===== src/rtl/rl_pkg.sv =====
// Shared RL definitions: state encodings and bus widths used by the DMA engine and the RL11
// register block.
package rl_pkg;

    localparam int unsigned RL_WORD_W = 16;
    localparam int unsigned RL_ADDR_W = 32;

    localparam logic [2:0] IDLE   = 3'd0;
    localparam logic [2:0] ISSUE  = 3'd1;
    localparam logic [2:0] WAIT   = 3'd2;
    localparam logic [2:0] DRAIN  = 3'd3;
    localparam logic [2:0] FINISH = 3'd4;

    typedef logic [RL_WORD_W-1:0] rl_word_t;
    typedef logic [RL_ADDR_W-1:0] rl_addr_t;

    function automatic rl_addr_t rl_word_align(input rl_addr_t addr);
        return addr & ~rl_addr_t'(1);
    endfunction

endpackage


===== src/rtl/rl_dma_engine_if.sv =====
// Command, stream and rlmem bridge signals of the RL DMA engine. The master modport is the
// engine's view; the slave modport is the view of everything around it.
interface rl_dma_engine_if;
    import rl_pkg::*;

    logic     cmdvalid;
    logic     cmdready;
    logic     cmdwr;
    rl_addr_t cmdaddr;
    rl_word_t cmdcount;
    logic     abort;

    logic     outvalid;
    logic     outready;
    rl_word_t outdata;
    logic     invalid;
    logic     inready;
    rl_word_t indata;

    logic     done;
    logic     doneabort;
    rl_word_t donecount;

    logic     rlmemreq;
    logic     rlmemwr;
    rl_addr_t rlmemaddr;
    rl_word_t rlmemwdata;
    logic     rlmemack;
    rl_word_t rlmemrdata;

    modport master (
        input  cmdvalid, cmdwr, cmdaddr, cmdcount, abort,
        input  outready, invalid, indata, rlmemack, rlmemrdata,
        output cmdready, outvalid, outdata, inready, done, doneabort, donecount,
        output rlmemreq, rlmemwr, rlmemaddr, rlmemwdata
    );

    modport slave (
        output cmdvalid, cmdwr, cmdaddr, cmdcount, abort,
        output outready, invalid, indata, rlmemack, rlmemrdata,
        input  cmdready, outvalid, outdata, inready, done, doneabort, donecount,
        input  rlmemreq, rlmemwr, rlmemaddr, rlmemwdata
    );

endinterface


===== src/rtl/rl_wordfifo.sv =====
// Synchronous word FIFO for read prefetch: registered occupancy count and a flush that
// empties it in one cycle.
module rl_wordfifo
    import rl_pkg::*;
#(
    parameter int unsigned DEPTH = 4
) (
    input  logic                   clk,
    input  logic                   rstn,
    input  logic                   i_flush,
    input  logic                   i_push,
    input  rl_word_t               i_data,
    input  logic                   i_pop,
    output rl_word_t               o_data,
    output logic                   o_valid,
    output logic [$clog2(DEPTH):0] o_count
);

    localparam int unsigned PTR_W = $clog2(DEPTH);
    localparam logic [PTR_W:0] FULL = (PTR_W + 1)'(DEPTH);

    rl_word_t         r_mem [DEPTH];
    logic [PTR_W-1:0] r_wptr;
    logic [PTR_W-1:0] r_rptr;
    logic [PTR_W:0]   r_count;
    logic             w_do_pop;
    logic             w_do_push;

    assign w_do_pop  = i_pop && (r_count != '0);
    assign w_do_push = i_push && ((r_count != FULL) || w_do_pop);

    always_ff @(posedge clk or negedge rstn) begin
        if (!rstn) begin
            r_wptr  <= '0;
            r_rptr  <= '0;
            r_count <= '0;
        end else if (i_flush) begin
            r_wptr  <= '0;
            r_rptr  <= '0;
            r_count <= '0;
        end else begin
            if (w_do_push) r_wptr <= r_wptr + 1'b1;
            if (w_do_pop)  r_rptr <= r_rptr + 1'b1;
            case ({w_do_push, w_do_pop})
                2'b10:   r_count <= r_count + 1'b1;
                2'b01:   r_count <= r_count - 1'b1;
                default: r_count <= r_count;
            endcase
        end
    end

    // Storage needs no reset: the count alone decides what is valid.
    always_ff @(posedge clk) begin
        if (w_do_push && !i_flush) r_mem[r_wptr] <= i_data;
    end

    assign o_data  = r_mem[r_rptr];
    assign o_valid = (r_count != '0);
    assign o_count = r_count;

endmodule


===== src/rtl/rl_dma_engine.sv =====
// RL disk DMA engine: turns one transfer command into single-word requests on the AXI bridge
// rlmem port, streaming read words out through a prefetch FIFO and write words in directly.
module rl_dma_engine
    import rl_pkg::*;
#(
    parameter int unsigned FIFO_DEPTH = 4
) (
    input logic             clk,
    input logic             rstn,
    rl_dma_engine_if.master bus
);

    localparam int unsigned CNT_W = $clog2(FIFO_DEPTH) + 1;
    localparam logic [CNT_W-1:0] FIFO_FULL = CNT_W'(FIFO_DEPTH);

    logic [2:0]       r_state, w_state_nxt;
    rl_addr_t         r_addr, w_addr_nxt;
    rl_word_t         r_remain, w_remain_nxt;
    rl_word_t         r_acked, w_acked_nxt;
    rl_word_t         r_wdata, w_wdata_nxt;
    logic             r_wr, w_wr_nxt;
    logic             r_abort, w_abort_nxt;
    logic             r_doneabort, w_doneabort_nxt;
    logic             r_req, w_req_nxt;

    logic             w_push;
    logic             w_pop;
    logic             w_flush;
    logic             w_inready;
    logic             w_fifo_valid;
    rl_word_t         w_fifo_data;
    logic [CNT_W-1:0] w_fifo_count;

    rl_wordfifo #(
        .DEPTH (FIFO_DEPTH)
    ) u_fifo (
        .clk     (clk),
        .rstn    (rstn),
        .i_flush (w_flush),
        .i_push  (w_push),
        .i_data  (bus.rlmemrdata),
        .i_pop   (w_pop),
        .o_data  (w_fifo_data),
        .o_valid (w_fifo_valid),
        .o_count (w_fifo_count)
    );

    assign w_pop = w_fifo_valid && bus.outready;

    always_comb begin
        w_state_nxt     = r_state;
        w_addr_nxt      = r_addr;
        w_remain_nxt    = r_remain;
        w_acked_nxt     = r_acked;
        w_wdata_nxt     = r_wdata;
        w_wr_nxt        = r_wr;
        w_abort_nxt     = r_abort;
        w_doneabort_nxt = r_doneabort;
        w_req_nxt       = 1'b0;
        w_push          = 1'b0;
        w_flush         = 1'b0;
        w_inready       = 1'b0;

        case (r_state)
            IDLE: begin
                if (bus.cmdvalid) begin
                    w_addr_nxt      = rl_word_align(bus.cmdaddr);
                    w_remain_nxt    = bus.cmdcount;
                    w_acked_nxt     = '0;
                    w_wr_nxt        = bus.cmdwr;
                    w_abort_nxt     = 1'b0;
                    w_doneabort_nxt = 1'b0;
                    w_state_nxt     = (bus.cmdcount == '0) ? FINISH : ISSUE;
                end
            end
            ISSUE: begin
                if (bus.abort) begin
                    w_flush         = 1'b1;
                    w_doneabort_nxt = 1'b1;
                    w_state_nxt     = FINISH;
                end else if (r_wr) begin
                    w_inready = 1'b1;
                    if (bus.invalid) begin
                        w_wdata_nxt = bus.indata;
                        w_req_nxt   = 1'b1;
                        w_state_nxt = WAIT;
                    end
                end else if (w_fifo_count < FIFO_FULL) begin
                    // Nothing is outstanding here, so occupancy alone bounds the prefetch.
                    w_req_nxt   = 1'b1;
                    w_state_nxt = WAIT;
                end
            end
            WAIT: begin
                if (bus.rlmemack) begin
                    w_addr_nxt   = r_addr + rl_addr_t'(2);
                    w_remain_nxt = r_remain - 1'b1;
                    w_acked_nxt  = r_acked + 1'b1;
                    // An abort arriving with the final ack does not spoil the completion.
                    if ((r_remain == rl_word_t'(1)) && !r_abort) begin
                        w_push      = !r_wr;
                        w_state_nxt = r_wr ? FINISH : DRAIN;
                    end else if (r_abort || bus.abort) begin
                        w_flush         = 1'b1;
                        w_doneabort_nxt = 1'b1;
                        w_state_nxt     = FINISH;
                    end else begin
                        w_push      = !r_wr;
                        w_state_nxt = ISSUE;
                    end
                end else if (bus.abort) begin
                    w_abort_nxt = 1'b1;
                end
            end
            DRAIN: begin
                if (!w_fifo_valid) w_state_nxt = FINISH;
            end
            FINISH: begin
                w_state_nxt = IDLE;
            end
            default: begin
                w_state_nxt = IDLE;
            end
        endcase
    end

    always_ff @(posedge clk or negedge rstn) begin
        if (!rstn) begin
            r_state     <= IDLE;
            r_addr      <= '0;
            r_remain    <= '0;
            r_acked     <= '0;
            r_wdata     <= '0;
            r_wr        <= 1'b0;
            r_abort     <= 1'b0;
            r_doneabort <= 1'b0;
            r_req       <= 1'b0;
        end else begin
            r_state     <= w_state_nxt;
            r_addr      <= w_addr_nxt;
            r_remain    <= w_remain_nxt;
            r_acked     <= w_acked_nxt;
            r_wdata     <= w_wdata_nxt;
            r_wr        <= w_wr_nxt;
            r_abort     <= w_abort_nxt;
            r_doneabort <= w_doneabort_nxt;
            r_req       <= w_req_nxt;
        end
    end

    assign bus.cmdready   = (r_state == IDLE);
    assign bus.outvalid   = w_fifo_valid;
    assign bus.outdata    = w_fifo_data;
    assign bus.inready    = w_inready;
    assign bus.done       = (r_state == FINISH);
    assign bus.doneabort  = r_doneabort;
    assign bus.donecount  = r_acked;
    assign bus.rlmemreq   = r_req;
    assign bus.rlmemwr    = r_wr;
    assign bus.rlmemaddr  = r_addr;
    assign bus.rlmemwdata = r_wdata;

endmodule

===== src/flat_wrapper.sv =====
// flat-port wrapper written by rule: the top's interface ports become plain ports
module rl_dma_engine_flat import rl_pkg::*;
#(
    parameter int unsigned FIFO_DEPTH = 4
)
  (clk, rstn, bus_cmdvalid, bus_cmdwr, bus_cmdaddr, bus_cmdcount, bus_abort, bus_outready, bus_invalid, bus_indata, bus_rlmemack, bus_rlmemrdata, bus_cmdready, bus_outvalid, bus_outdata, bus_inready, bus_done, bus_doneabort, bus_donecount, bus_rlmemreq, bus_rlmemwr, bus_rlmemaddr, bus_rlmemwdata);
  rl_dma_engine_if bus_i ();
  input logic clk;
  input logic rstn;
  input wire logic [$bits(bus_i.cmdvalid)-1:0] bus_cmdvalid;
  input wire logic [$bits(bus_i.cmdwr)-1:0] bus_cmdwr;
  input wire logic [$bits(bus_i.cmdaddr)-1:0] bus_cmdaddr;
  input wire logic [$bits(bus_i.cmdcount)-1:0] bus_cmdcount;
  input wire logic [$bits(bus_i.abort)-1:0] bus_abort;
  input wire logic [$bits(bus_i.outready)-1:0] bus_outready;
  input wire logic [$bits(bus_i.invalid)-1:0] bus_invalid;
  input wire logic [$bits(bus_i.indata)-1:0] bus_indata;
  input wire logic [$bits(bus_i.rlmemack)-1:0] bus_rlmemack;
  input wire logic [$bits(bus_i.rlmemrdata)-1:0] bus_rlmemrdata;
  output wire logic [$bits(bus_i.cmdready)-1:0] bus_cmdready;
  output wire logic [$bits(bus_i.outvalid)-1:0] bus_outvalid;
  output wire logic [$bits(bus_i.outdata)-1:0] bus_outdata;
  output wire logic [$bits(bus_i.inready)-1:0] bus_inready;
  output wire logic [$bits(bus_i.done)-1:0] bus_done;
  output wire logic [$bits(bus_i.doneabort)-1:0] bus_doneabort;
  output wire logic [$bits(bus_i.donecount)-1:0] bus_donecount;
  output wire logic [$bits(bus_i.rlmemreq)-1:0] bus_rlmemreq;
  output wire logic [$bits(bus_i.rlmemwr)-1:0] bus_rlmemwr;
  output wire logic [$bits(bus_i.rlmemaddr)-1:0] bus_rlmemaddr;
  output wire logic [$bits(bus_i.rlmemwdata)-1:0] bus_rlmemwdata;
  assign bus_i.cmdvalid = bus_cmdvalid;
  assign bus_i.cmdwr = bus_cmdwr;
  assign bus_i.cmdaddr = bus_cmdaddr;
  assign bus_i.cmdcount = bus_cmdcount;
  assign bus_i.abort = bus_abort;
  assign bus_i.outready = bus_outready;
  assign bus_i.invalid = bus_invalid;
  assign bus_i.indata = bus_indata;
  assign bus_i.rlmemack = bus_rlmemack;
  assign bus_i.rlmemrdata = bus_rlmemrdata;
  assign bus_cmdready = bus_i.cmdready;
  assign bus_outvalid = bus_i.outvalid;
  assign bus_outdata = bus_i.outdata;
  assign bus_inready = bus_i.inready;
  assign bus_done = bus_i.done;
  assign bus_doneabort = bus_i.doneabort;
  assign bus_donecount = bus_i.donecount;
  assign bus_rlmemreq = bus_i.rlmemreq;
  assign bus_rlmemwr = bus_i.rlmemwr;
  assign bus_rlmemaddr = bus_i.rlmemaddr;
  assign bus_rlmemwdata = bus_i.rlmemwdata;
  rl_dma_engine #(.FIFO_DEPTH(FIFO_DEPTH)) u_core (.clk(clk), .rstn(rstn), .bus(bus_i));
endmodule

===== config.mk =====
export PLATFORM = sky130hd
export DESIGN_NAME = rl_dma_engine_flat
export DESIGN_NICKNAME = d
export VERILOG_FILES = /design/src/rtl/rl_pkg.sv /design/src/rtl/rl_dma_engine_if.sv /design/src/rtl/rl_wordfifo.sv /design/src/rtl/rl_dma_engine.sv /design/src/flat_wrapper.sv
export SDC_FILE = /design/constraint.sdc
export NUM_CORES = 1
export LEC_CHECK = 0
export ABC_CLOCK_PERIOD_IN_PS = 2680
export BUFFER_PORTS_ARGS = -buffer_cell sky130_fd_sc_hd__buf_4
export CORE_AREA = 2 2 125 127
export CTS_BUF_LIST = sky130_fd_sc_hd__clkbuf_4
export CTS_CLUSTER_SIZE = 12
export DETAILED_ROUTE_END_ITERATION = 10
export DIE_AREA = 0 0 127 129
export HOLD_SLACK_MARGIN = 0.12
export PLACE_DENSITY = 0.78
export RECOVER_POWER = 100
export SYNTH_ARGS = -nofsm -noshare
export SYNTH_HDL_FRONTEND = slang
export SYNTH_SLANG_ARGS = --single-unit

===== constraint.sdc =====
create_clock -name clk -period 2.68 [get_ports clk]
set_input_delay 0.268 -clock clk [delete_from_list [all_inputs] [get_ports clk]]
set_output_delay 0.268 -clock clk [all_outputs]
set_load 0.01 [all_outputs]

==> out/metrics.cfg, run 1 <==
[critical_path]
arrival_ns = 3.12
slowest_stage = or4_4
cp_cell_sequence = or4_4 -> nor4_4 -> and3b_1 -> nor2_1 -> fa_2 -> or3_4 -> and2_4 -> o211ai_2
crit-reg2reg-launch = u_core.r_remain[4]
cp.required_ns = 3.18
cp.depth = 8
r2r_cells = 8
r2r_slack_ns = 0.06
reg2reg_to = u_core.u_fifo.o_count[2]
worstSetupPathType = reg2reg
start_kind = register
cp_top_family = simple AND/OR/NAND/NOR gates
endpoint_kind = register
path_max_fanout = 2
max_stage_delay_ns = 0.57
critPathBufInv = 0

[finish]
drive_above_1_share = 0.199
fin_area_mm2 = 0.00999
nets = 1044
final_cell_mix = 96 x clkbuf_1, 93 x dfrtp_1, 92 x buf_4, 87 x dlygate4sd3_1, 66 x a21oi_1
fin_cells = 1150
syn_to_final_growth_pct = 32.5
layout_commonest_cell = clkbuf_1

[outcome]
violations = capacitance limit, slew limit
status = complete, but fails checks

[sta]
rsz0062_at_grt = true
slew_viol_final = 36
slew_headroom = -0.325
tightestPinTransition_ns = 1.99
setup_violations = 0
period_share = 0.977
skew_ns = 0.0145
min_period_ns = 2.62
hold_viol_final = 0
worst_hold_slack_ns = 0.191
fmax_ghz = 0.382

[synth]
synth_seq_area_share = 0.563
async_flop_share = 0.592
syn_inst = 678
synthesis.nets = 775
syn_avg_cell_area_um2 = 11.1
synth_warnings = 0
synth_enable_flop_cells = 64
ys_seq_elements = 157
synth_area_mm2 = 0.00754
synth_ff_type = dfrtp_1
synth_cell_type_count = 68

[grt]
overflow = 0
grt_max_degree = 60
grt_pass1_vias = 6311
antenna_found_initial = 2
grt_pass1_wl_um = 32000
grt_usage = 0.249

[clock_network]
cts_tree = done
htreeDepth = 4
clockBufferDepth = 2
numCtsBuffers = 17
clock_sinks = 157
clkTransAtPathRegs_ns = 0.15
cts_root_buf = clkbuf_4
clk_latency_ns = 0.56

[power_and_ir_drop]
leakage_nw = 3.92
p_int_w = 0.00521
power_density_mw_per_mm2 = 885
power_frac_seq = 0.420
irDropWorstVdd_mv = 0.564
power_frac_comb = 0.409
p_clk_frac = 0.171
p_sw_w = 0.00363
p_sw_frac = 0.411

[route]
viasPerCell = 5.70
vias = 6554
drc = 0
routed_wl_um = 19900
routedWlPerCell_um = 17.3
drt_pre_antenna_iters = 5
first_iter_violations = 370
ant_nets = 0

[run]
max_cap_viol_count = 1

[floorplan]
die-area_mm2 = 0.0164
core_area_mm2 = 0.0150
io_pins = 175
die_h_um = 129
num_rows = 45
fp.dieW_um = 127
start_util = 0.504

[worst_hold_path]
hold_path.class = in2reg
holdPathStages = 4
min_from = bus_outready
min_to = u_core.u_fifo.r_rptr[0]

[placement]
port_buffers = 172
dp_hpwl_um = 12400
globalplace.congestion = 0.843
numPlacedInstances = 1028
postPlaceCellArea_mm2 = 0.00924

[timing repair]
item | 4_1_cts | 5_1_grt
pin swaps | 1 | 0
hold buffers | 87 | 0
setup buffers | 1 | 0
hold endpoints to repair | 225 | 0
endpoints found under the setup margin | 1 | 1
resized for setup | 0 | 2
[Yosys cell counts (10+ instances only)]
master / n / area (µm²)
nand4_1: 10 / 62.6
nor2_1: 57 / 214
a21oi_1: 66 / 330
o22ai_1: 17 / 106
mux2_2: 20 / 225
edfxtp_1: 64 / 1920
dfrtp_1: 93 / 2330
mux4_2: 16 / 360
nor3_1: 12 / 60.1
nand3_1: 25 / 125
o21ai_0: 44 / 220
inv_1: 14 / 52.6
clkbuf_1: 33 / 124
nand2_1: 54 / 203
and3_1: 12 / 75.1
and2_1: 12 / 75.1
[sequential cells by signal, indices dropped and copies added (netlist names), 2 cells and up]
register / cells
u_core.bus.donecount: 16
u_core.bus.rlmemaddr: 31
u_core.bus.rlmemwdata: 16
u_core.r_remain: 16
u_core.r_state: 3
u_core.u_fifo.o_count: 3
u_core.u_fifo.r_mem: 64
u_core.u_fifo.r_rptr: 2
u_core.u_fifo.r_wptr: 2
[per-layer routing]
layer | global-route usage | wire (µm) | vias up
li1 | - | - | 3077
met1 | 0.323 | 8370 | 3169
met2 | 0.417 | 9880 | 276
met3 | 0.0561 | 1240 | 32
met4 | 0.0892 | 422 | 0
met5 | 0 | 0 | -
[worst max path at each step]
| stage | to | slack, ns | startpoint |
|---|---|---|---|
| after CTS | u_core.u_fifo.o_count[2] | 0.05 | u_core.r_remain[4] |
| final | u_core.u_fifo.o_count[2] | 0.06 | u_core.r_remain[4] |
| after floorplan | u_core.u_fifo.o_count[2] | 0.004 | u_core.r_remain[1] |
| after detailed placement | u_core.u_fifo.o_count[2] | -0.13 | u_core.r_remain[1] |
| after global placement | u_core.u_fifo.o_count[2] | -0.07 | u_core.r_remain[1] |
| after global routing | u_core.u_fifo.o_count[2] | -0.08 | u_core.r_remain[1] |
[final cells by class]
class / count / area (µm²)
fill: 1173 / 4990
sequential: 157 / 4250
multi-input combinational: 467 / 3100
timing repair buffer: 290 / 2050
tap: 188 / 235
clock inverter: 14 / 165
clock buffer: 18 / 135
inverter: 14 / 52.6
antenna: 2 / 5.00
[cells by family (layout without fill, tap and decap cells)]
family,Yosys count,count (layout),share of synthesized area
compound gates,179,179,0.142
xor+xnor,12,12,0.0139
fa+ha+maj,9,9,0.0159
buf+inv,54,336,0.0279
flops,157,157,0.563
mux,37,37,0.0790
other cells,1,3,0.000497
simple gates,229,229,0.158
[worst register-to-register path: cells and delay by family, from the launching register on]
| kind | cells | cell delay (ns) |
|---|---|---|
| AND/OR/NAND/NOR | 6 | 1.66 |
| flip-flops | 1 | 0.42 |
| adder cells (fa/ha/maj) | 1 | 0.36 |
| AO/OA/AOI/OAI | 1 | 0.14 |
[power groups by stage]
stage               Clock, W  Combinational (W)  Sequential, W
global route         0.00164            0.00399        0.00380
finish               0.00151            0.00362        0.00371
detailed placement         0            0.00389        0.00374
floorplan                  0            0.00216        0.00379
global placement           0            0.00381        0.00372
CTS                  0.00154            0.00402        0.00370
[stage by stage]
stage               utilization  power, W  worst slack [ns]  TNS, ns
detailed placement        0.617   0.00764            -0.128   -0.128
finish                    0.667   0.00884            0.0620        0
floorplan                     -   0.00595           0.00410        0
CTS                       0.696   0.00927            0.0493        0
global route              0.667   0.00944           -0.0844   -0.647
global placement          0.617   0.00753           -0.0716  -0.0716
No activity file was read; power rests on OpenSTA's default activity.
==> run 2, diff against run 1 <==
--- a/config.mk
+++ b/config.mk
@@ -5,15 +5,15 @@
 export SDC_FILE = /design/constraint.sdc
 export NUM_CORES = 1
 export LEC_CHECK = 0
-export ABC_CLOCK_PERIOD_IN_PS = 2680
+export ABC_CLOCK_PERIOD_IN_PS = 3000
 export BUFFER_PORTS_ARGS = -buffer_cell sky130_fd_sc_hd__buf_4
-export CORE_AREA = 2 2 125 127
+export CORE_AREA = 2 2 120 122
 export CTS_BUF_LIST = sky130_fd_sc_hd__clkbuf_4
-export CTS_CLUSTER_SIZE = 12
+export CTS_CLUSTER_SIZE = 20
 export DETAILED_ROUTE_END_ITERATION = 10
-export DIE_AREA = 0 0 127 129
+export DIE_AREA = 0 0 122 124
 export HOLD_SLACK_MARGIN = 0.12
-export PLACE_DENSITY = 0.78
+export PLACE_DENSITY = 0.81
 export RECOVER_POWER = 100
 export SYNTH_ARGS = -nofsm -noshare
 export SYNTH_HDL_FRONTEND = slang
==> constraint.sdc (replaced) <==
create_clock -name clk -period 3 [get_ports clk]
set_input_delay 0.3 -clock clk [delete_from_list [all_inputs] [get_ports clk]]
set_output_delay 0.3 -clock clk [all_outputs]
set_load 0.01 [all_outputs]
==> run 2 against run 1 <==
Effect of this change:
- the flow still finishes with violations (capacitance limit, slew limit)
- wire length increased by 2.4%
- non-clock buffer count is 12 lower
- via count grew 1.3%
- highest routed layer unchanged
- combinational power is 15% lower
- critical path type unchanged
==> out/metrics.cfg, run 2 (synthesis gave the netlist of run 1 again) <==
[finish]
largest_register_ffs = 64
multiInputGateArea_mm2 = 0.00307
seq_area_mm2 = 0.00425
final_cell_mix = 108 x clkbuf_1, 93 x dfrtp_1, 87 x dlygate4sd3_1, 77 x buf_4, 66 x a21oi_1
nFillCells = 1067
layout_commonest_cell = clkbuf_1
fin_cells = 1128
nets = 1032
registers.top_by_ff_count = u_core.u_fifo.r_mem
diodes = 0
syn_to_final_growth_pct = 29.4
drive_above_1_share = 0.169

[placement]
port_buffers = 172
globalplace.congestion = 0.896
numPlacedInstances = 1009
dp_hpwl_um = 13200

[critical_path]
path_max_fanout = 16
cp.required_ns = 3.25
start_kind = register
max_stage_delay_ns = 0.58
cp_cell_sequence = or4_4 -> nor4_4 -> clkbuf_1 -> a21oi_2 -> nor3_2 -> and2_1 -> clkbuf_4
arrival_ns = 3.06
worstSetupPathType = reg2reg
endpoint_kind = register
slowest_stage = or4_4

[grt]
grt_pass1_wl_um = 32700
overflow = 0
grt_max_degree = 70
grt_pass1_vias = 6547
grt_usage = 0.280
antenna_found_initial = 0

[run]
max_cap_viol_count = 1

[clock_network]
cts_root_buf = clkbuf_4
cts_tree = done
clock_sinks = 157
clkTransAtPathRegs_ns = 0.14
clockBufferDepth = 2
clk_latency_ns = 0.57
numCtsBuffers = 17
htreeDepth = 4
cts_setup_buffers = 0

[sta]
tightestPinTransition_ns = 1.77
slew_headroom = -0.179
min_period_ns = 2.81
skew_ns = 0.0172
fmax_ghz = 0.356
worst_hold_slack_ns = 0.165
setup_violations = 0
slew_viol_final = 70
rsz0062_at_grt = false
final.setup.tns_ns = 0
hold_viol_final = 0
period_share = 0.936

[route]
drc = 0
routed_wl_um = 20400
vias = 6642
routedWlPerCell_um = 18.1
viasPerCell = 5.89
first_iter_violations = 602
drt_pre_antenna_iters = 6
ant_nets = 0

[floorplan]
die_h_um = 124
num_rows = 43
io_pins = 175
die-area_mm2 = 0.0151
core_area_mm2 = 0.0137
start_util = 0.550
fp.dieW_um = 122

[power_and_ir_drop]
power_density_mw_per_mm2 = 785
finalPower_w = 0.00766
irDropWorstVdd_mv = 0.545
leakage_nw = 3.78

[outcome]
status = complete, but fails checks
violations = capacitance limit, slew limit

[worst_hold_path]
hold_path.class = in2reg

run 2: changes by cell type in the layout (fill, tap and decap cells not counted), sizes merged:
cell,before,now
diode,2,0
clkinv,1,7
bufinv,1,0
inv,25,20
buf,98,78
clkinvlp,1,2
clkbuf,123,130
run 2: final timing paths:
kind | from | to | slack [ns] | cells past startpoint
max | u_core.r_remain[4] | u_core.u_fifo.r_mem[1][8] | 0.19 | 7
min | bus_rlmemack | u_core.r_state[1] | 0.17 | 4
max reg2reg | u_core.r_remain[4] | u_core.u_fifo.r_mem[1][8] | 0.19 | 7
min reg2reg | u_core.bus.doneabort | u_core.bus.doneabort | 0.52 | 2
max in group asynchronous | rstn | u_core.bus.rlmemwdata[2] | 0.67 | 3
min in group asynchronous | rstn | u_core.bus.rlmemaddr[16] | 0.69 | 2
run 2: repair_timing:
action	CTS	global route
endpoints found under the hold margin	198	0
hold buffers	87	0
endpoints found under the setup margin	0	1
gates resized for setup	0	1
run 2: worst max-delay path: cells and delay by family (launching register included):
family	cells	cell delay, ns
simple gates	4	1.42
flops	1	0.48
buf+inv	2	0.48
compound gates	1	0.11
run 2: metrics by stage:
step                      worst slack (ns)   util  instance area, µm²
final                                0.193  0.711                9760
after global routing               0.00660  0.711                9760
after CTS                            0.217  0.743               10200
after detailed placement             0.236  0.661                9070
after global placement               0.292  0.661                9070
after floorplan                      0.291      -                7540
run 2: power breakdown:
group | leakage [nW] | internal (W) | switching [W] | total [W]
Sequential | 1.72 | 0.00275 | 0.000663 | 0.00341
Clock | 0.139 | 0.000354 | 0.000830 | 0.00118
Combinational | 1.93 | 0.00132 | 0.00174 | 0.00306
Total | 3.78 | 0.00442 | 0.00324 | 0.00766
run 2: final cells by class:
type / count / share of cell area
inverter: 14 / 0.00538
tap: 180 / 0.0231
sequential: 157 / 0.435
clock inverter: 15 / 0.0132
timing repair buffer: 278 / 0.195
clock buffer: 17 / 0.0131
multi-input combinational: 467 / 0.315
run 2: routing by layer:
metal / track usage / routed length, µm / vias up
li1: - / - / 3044
met1: 0.342 / 7770 / 3220
met2: 0.484 / 10600 / 327
met3: 0.0673 / 1510 / 51
met4: 0.105 / 492 / 0
met5: 0 / 0 / -
